<file path="config.mk">
export PLATFORM = sky130hd
export DESIGN_NAME = dac_scan_sequencer
export DESIGN_NICKNAME = d
export VERILOG_FILES = /design/src/rtl/dac_scan_sequencer.sv
export SDC_FILE = /design/constraint.sdc
export NUM_CORES = 1
export LEC_CHECK = 0
export BUFFER_PORTS_ARGS = -buffer_cell sky130_fd_sc_hd__buf_2
export CAP_MARGIN = 0
export CORE_UTILIZATION = 57
export DETAILED_ROUTE_END_ITERATION = 8
export HOLD_SLACK_MARGIN = 0.1
export PLACE_DENSITY = 0.8
export SYNTH_ARGS = -nofsm -noshare
export SYNTH_HDL_FRONTEND = slang
export SYNTH_SLANG_ARGS = --single-unit
export TNS_END_PERCENT = 30
</file>
<file path="constraint.sdc">
create_clock -name clk -period 4.6 [get_ports clk]
set_input_delay 1.38 -clock clk [delete_from_list [all_inputs] [get_ports clk]]
set_output_delay 1.38 -clock clk [all_outputs]
set_load 0.005 [all_outputs]
</file>
<file path="src/rtl/dac_scan_sequencer.sv">
// dac_scan_sequencer
//   Steps a DAC code from code_start to code_stop (inclusive) in code_step
//   increments. Each point: present code + start_step pulse, wait for
//   dac_done (with timeout), hold meas_gate for the dwell, then pulse
//   point_valid. A normal finish pulses done; a bad range or a timeout sets
//   the sticky err, which the next accepted start clears.
// Ports:
//   clk, nres            clock, synchronous active-low reset
//   start, abort         launch (IDLE only) / terminate (any state)
//   code_start/stop/step scan range and increment (latched on start)
//   dwell                gate length per point (0 behaves as 1)
//   dac_done             SPI frame loaded handshake
//   dac_code, start_step code to DAC and frame-launch pulse
//   meas_gate            high during dwell
//   point_valid          pulse after each dwell; point_index = current point
//   busy, done, err      status
module dac_scan_sequencer #(
  parameter int CODE_WIDTH  = 12,
  parameter int DWELL_WIDTH = 16,
  parameter int TIMEOUT     = 1024
) (
  input  logic                   clk,
  input  logic                   nres,
  input  logic                   start,
  input  logic                   abort,
  input  logic [CODE_WIDTH-1:0]  code_start,
  input  logic [CODE_WIDTH-1:0]  code_stop,
  input  logic [CODE_WIDTH-1:0]  code_step,
  input  logic [DWELL_WIDTH-1:0] dwell,
  input  logic                   dac_done,
  output logic [CODE_WIDTH-1:0]  dac_code,
  output logic                   start_step,
  output logic                   meas_gate,
  output logic                   point_valid,
  output logic [15:0]            point_index,
  output logic                   busy,
  output logic                   done,
  output logic                   err
);

  localparam int TMO_W = $clog2(TIMEOUT + 1);

  typedef enum logic [1:0] {IDLE, WAIT_DAC, DWELL, DONE} state_t;

  state_t                 state_q, state_d;
  logic [CODE_WIDTH-1:0]  code_q, code_d;
  logic [CODE_WIDTH-1:0]  stop_q, stop_d;
  logic [CODE_WIDTH-1:0]  step_q, step_d;
  logic [DWELL_WIDTH-1:0] dwell_cfg_q, dwell_cfg_d;
  logic [DWELL_WIDTH-1:0] dwell_cnt_q, dwell_cnt_d;
  logic [TMO_W-1:0]       tmo_q, tmo_d;
  logic [15:0]            idx_q, idx_d;
  logic                   err_q, err_d;
  logic                   start_step_q, start_step_d;
  logic                   point_valid_q, point_valid_d;
  logic                   done_q, done_d;
  logic [CODE_WIDTH:0]    next_code;

  always_comb begin
    state_d       = state_q;
    code_d        = code_q;
    stop_d        = stop_q;
    step_d        = step_q;
    dwell_cfg_d   = dwell_cfg_q;
    dwell_cnt_d   = dwell_cnt_q;
    tmo_d         = tmo_q;
    idx_d         = idx_q;
    err_d         = err_q;
    start_step_d  = 1'b0;
    point_valid_d = 1'b0;
    done_d        = 1'b0;
    // extra top bit catches overflow past the code range
    next_code     = {1'b0, code_q} + {1'b0, step_q};

    if (abort) begin
      state_d = IDLE;
    end else begin
      case (state_q)
        IDLE: begin
          if (start) begin
            if (code_start > code_stop) begin
              err_d = 1'b1;
            end else begin
              stop_d       = code_stop;
              step_d       = code_step;
              dwell_cfg_d  = dwell;
              code_d       = code_start;
              idx_d        = '0;
              err_d        = 1'b0;
              tmo_d        = '0;
              start_step_d = 1'b1;
              state_d      = WAIT_DAC;
            end
          end
        end
        WAIT_DAC: begin
          if (dac_done) begin
            dwell_cnt_d = (dwell_cfg_q == '0) ? DWELL_WIDTH'(1) : dwell_cfg_q;
            state_d     = DWELL;
          end else if (tmo_q == TMO_W'(TIMEOUT - 1)) begin
            err_d   = 1'b1;
            state_d = IDLE;
          end else begin
            tmo_d = tmo_q + TMO_W'(1);
          end
        end
        DWELL: begin
          if (dwell_cnt_q == DWELL_WIDTH'(1)) begin
            point_valid_d = 1'b1;
            if (step_q == '0 || next_code[CODE_WIDTH] ||
                next_code[CODE_WIDTH-1:0] > stop_q) begin
              state_d = DONE;
            end else begin
              code_d       = next_code[CODE_WIDTH-1:0];
              idx_d        = (idx_q == '1) ? idx_q : idx_q + 16'd1;
              tmo_d        = '0;
              start_step_d = 1'b1;
              state_d      = WAIT_DAC;
            end
          end else begin
            dwell_cnt_d = dwell_cnt_q - DWELL_WIDTH'(1);
          end
        end
        DONE: begin
          done_d  = 1'b1;
          state_d = IDLE;
        end
        default: state_d = IDLE;
      endcase
    end
  end

  always_ff @(posedge clk) begin
    if (!nres) begin
      state_q       <= IDLE;
      code_q        <= '0;
      stop_q        <= '0;
      step_q        <= '0;
      dwell_cfg_q   <= '0;
      dwell_cnt_q   <= '0;
      tmo_q         <= '0;
      idx_q         <= '0;
      err_q         <= 1'b0;
      start_step_q  <= 1'b0;
      point_valid_q <= 1'b0;
      done_q        <= 1'b0;
    end else begin
      state_q       <= state_d;
      code_q        <= code_d;
      stop_q        <= stop_d;
      step_q        <= step_d;
      dwell_cfg_q   <= dwell_cfg_d;
      dwell_cnt_q   <= dwell_cnt_d;
      tmo_q         <= tmo_d;
      idx_q         <= idx_d;
      err_q         <= err_d;
      start_step_q  <= start_step_d;
      point_valid_q <= point_valid_d;
      done_q        <= done_d;
    end
  end

  assign dac_code    = code_q;
  assign start_step  = start_step_q;
  assign meas_gate   = (state_q == DWELL);
  assign point_valid = point_valid_q;
  assign point_index = idx_q;
  assign busy        = (state_q != IDLE);
  assign done        = done_q;
  assign err         = err_q;

endmodule

</file>
==> flow_summary.yaml <==
run_status:
  run_status: "finished, final reports clean"
synthesis:
  yosys-top-cells-area: "dfxtp_1 (35%), nand2_1 (9.2%), ha_1 (8.8%)"
  synth_most_common_cell: "nand2_1"
  synth_top_area_share: 0.354
  synth_top_area_cell: "dfxtp_1"
  ys_ff_latch: 101
  synth_ff_type: "dfxtp_1"
  synth_cells: 750
  synth_edf_count: 0
  yosys_warnings: 0
  synth-async-reset-ratio: 0
  yosys-top-cells-count: "nand2_1 (140), dfxtp_1 (101), a21oi_1 (84)"
  synth_seq_area_share: 0.354
  ys_types: 60
  netlist_area_um2: 5710
  avgSynthCellArea_um2: 7.62
  syn_nets: 848
cells_and_area:
  drive_gt1_frac: 0.160
  ff_latch_area_um2: 2020
  final_cells: 962
  diodes: 0
  fillCellCount: 852
  syn_to_final_growth_pct: 13.2
  stdcell_area_um2: 6470
  multi_input_area_um2: 3400
  fin_nets: 922
pwr:
  power_w: 0.00183
  vdd_drop_max_v: 0.000155
  leakage_nw: 2.64
  power.density_nw_per_um2: 283
timing:
  fin_tns_setup_ns: 0
  rsz0062_at_grt: "false"
  setup_viol: 0
  max_slew.worst_pin.slew_ns: 0.605
  relSlewSlack: 0.591
  skew_ns: 0.0162
  timing.final.crit_share: 0.948
  period_needed_ns: 4.36
  max_freq_mhz: 229
  slew_violations: 0
  hold_viol_final: 0
clock_tree:
  clock_latency_ns: 0.39
  hold_buffers: 0
  cts_inserted_buffers: 9
  clk_path_buf_depth: 2
  cts.htree.levels: 3
  root_buffer: "clkbuf_8"
  clk_pin_slew_ns: 0.10
  cts_tree: "done"
  clock-sinks: 101
setup_path:
  crit_type: "reg2reg"
  start_kind: "flip-flop"
  crit_fanout: 13
  cp-end-kind: "flip-flop"
  worstPathArrival_ns: 4.62
  critPathRequiredTime_ns: 4.86
route:
  avgViaCountPerCell: 6.03
  antenna_left: 0
  wl_per_cell_um: 15.5
  wl_mm: 15.0
  drt-initial-drc-count: 275
  dr.pass1.iters: 7
  route.detailed.drc: 0
  via_count: 5801
placement:
  placed_cell_area_um2: 6260
  place_inst: 946
  io_buffers: 90
  hpwl_mm: 10.8
  gp_congestion: 0.961
global_routing:
  grt_overflow: 0
  grtUsageTotal: 0.298
  grt_pass1_vias: 5190
  grt_pass1_wl_mm: 24.7
  antenna_found_initial: 0
  grt_start_max_net_pins: 42
floorplanning:
  die-area_um2: 10400
  die_w_um: 102
  rows: 36
  initial_core_util: 0.587
  fp.dieH_um: 102
  core_area_um2: 9730
  top_level_ports: 91
job:
  max-cap-violations: 0
worst_hold_path:
  min_path_type: "reg2reg"
==> critical path, stage by stage (launching register included) <==
cell and delay (ns):
dfxtp_1 0.34, ha_1 0.24, fa_1 0.46, a211oi_2 0.28
o21ai_2 0.14, a2111oi_4 0.39, or3_1 0.18, xnor2_1 0.14
ha_1 0.29, a21oi_1 0.16, nand2_1 0.07, a21oi_1 0.14
a31oi_1 0.13, or3_4 0.41, or4_4 0.55, nand3_4 0.19
a31oi_1 0.11
==> path summary, 6_finish.rpt <==
kind,from,to,slack [ns],depth (start not counted)
max reg2reg,dac_code[0]$_SDFFE_PN0P_,point_index[13]$_SDFFE_PN0P_,0.24,16
min,stop_q[2]$_SDFFE_PN0P_,stop_q[2]$_SDFFE_PN0P_,0.46,2
max,dac_code[0]$_SDFFE_PN0P_,point_index[13]$_SDFFE_PN0P_,0.24,16
min reg2reg,stop_q[2]$_SDFFE_PN0P_,stop_q[2]$_SDFFE_PN0P_,0.46,2
==> routing by layer <==
metal,routed length [um],track usage,up-vias
met5,0,0,-
li1,-,-,2832
met4,251,0.105,0
met2,6820,0.474,244
met3,1080,0.0451,29
met1,6800,0.410,2696
==> registers in the layout, summed over array words and instances, names as in the netlist <==
signal / cells
stop_q: 12
point_index: 16
start_step: 1
state_q: 2
step_q: 12
tmo_q: 11
dwell_cfg_q: 16
dwell_cnt_q: 16
dac_code: 12
err: 1
point_valid: 1
done: 1
==> stage by stage <==
step | hold WS, ns | utilization | setup slack (ns)
detailed placement | 0.448 | 0.644 | 0.144
global placement | 0.444 | 0.644 | 0.288
CTS | 0.463 | 0.663 | 0.101
floorplan | 0.432 | - | 0.519
global route | 0.485 | 0.665 | 0.0221
finish | 0.464 | 0.665 | 0.241
==> power by group <==
group / switching [W] / internal [W]
sequential: 0.0000250 / 0.000902
clock: 0.000359 / 0.000214
combinational: 0.000199 / 0.000133
total: 0.000583 / 0.00125
==> cells by family (layout without fill, tap and decap cells) <==
group | Yosys count | after routing | synth area share
compound gates | 214 | 214 | 0.237
xor+xnor | 8 | 8 | 0.0123
fa+ha+maj | 41 | 41 | 0.0911
buf+inv | 78 | 157 | 0.0543
flops | 101 | 101 | 0.354
mux | 5 | 5 | 0.00876
simple gates | 303 | 303 | 0.243
==> repair_timing <==
item	4_1_cts	5_1_grt
endpoints found under the setup margin	0	35
buffers inserted	0	0
gates resized for setup	0	3
hold endpoints to repair	0	0
==> cell type report <==
| cell class | count | area share |
|---|---|---|
| Timing Repair Buffer | 100 | 0.0832 |
| Clock buffer | 10 | 0.0197 |
| Multi-Input combinational cell | 571 | 0.525 |
| Inverter | 41 | 0.0238 |
| Sequential cell | 101 | 0.313 |
| Tap cell | 133 | 0.0257 |
| Clock inverter | 6 | 0.00967 |
==> placed cells by master (no fill, tap or decap), types with 7 or more instances in the layout <==
master,Yosys,layout
nor2_1,55,54
clkbuf_8,0,9
nand2b_1,7,7
nor3_1,19,19
buf_2,2,90
or3_1,7,7
inv_1,40,39
a211oi_1,8,8
and3_1,7,7
o211ai_1,10,10
dfxtp_1,101,101
nand4_1,15,15
nand2_1,140,140
a21oi_1,84,84
ha_1,40,40
a311oi_1,8,8
a31oi_1,19,19
nor4_1,8,8
nand3_1,24,24
buf_4,0,9
o21ai_0,38,38
No activity file was read; power rests on OpenSTA's default activity.
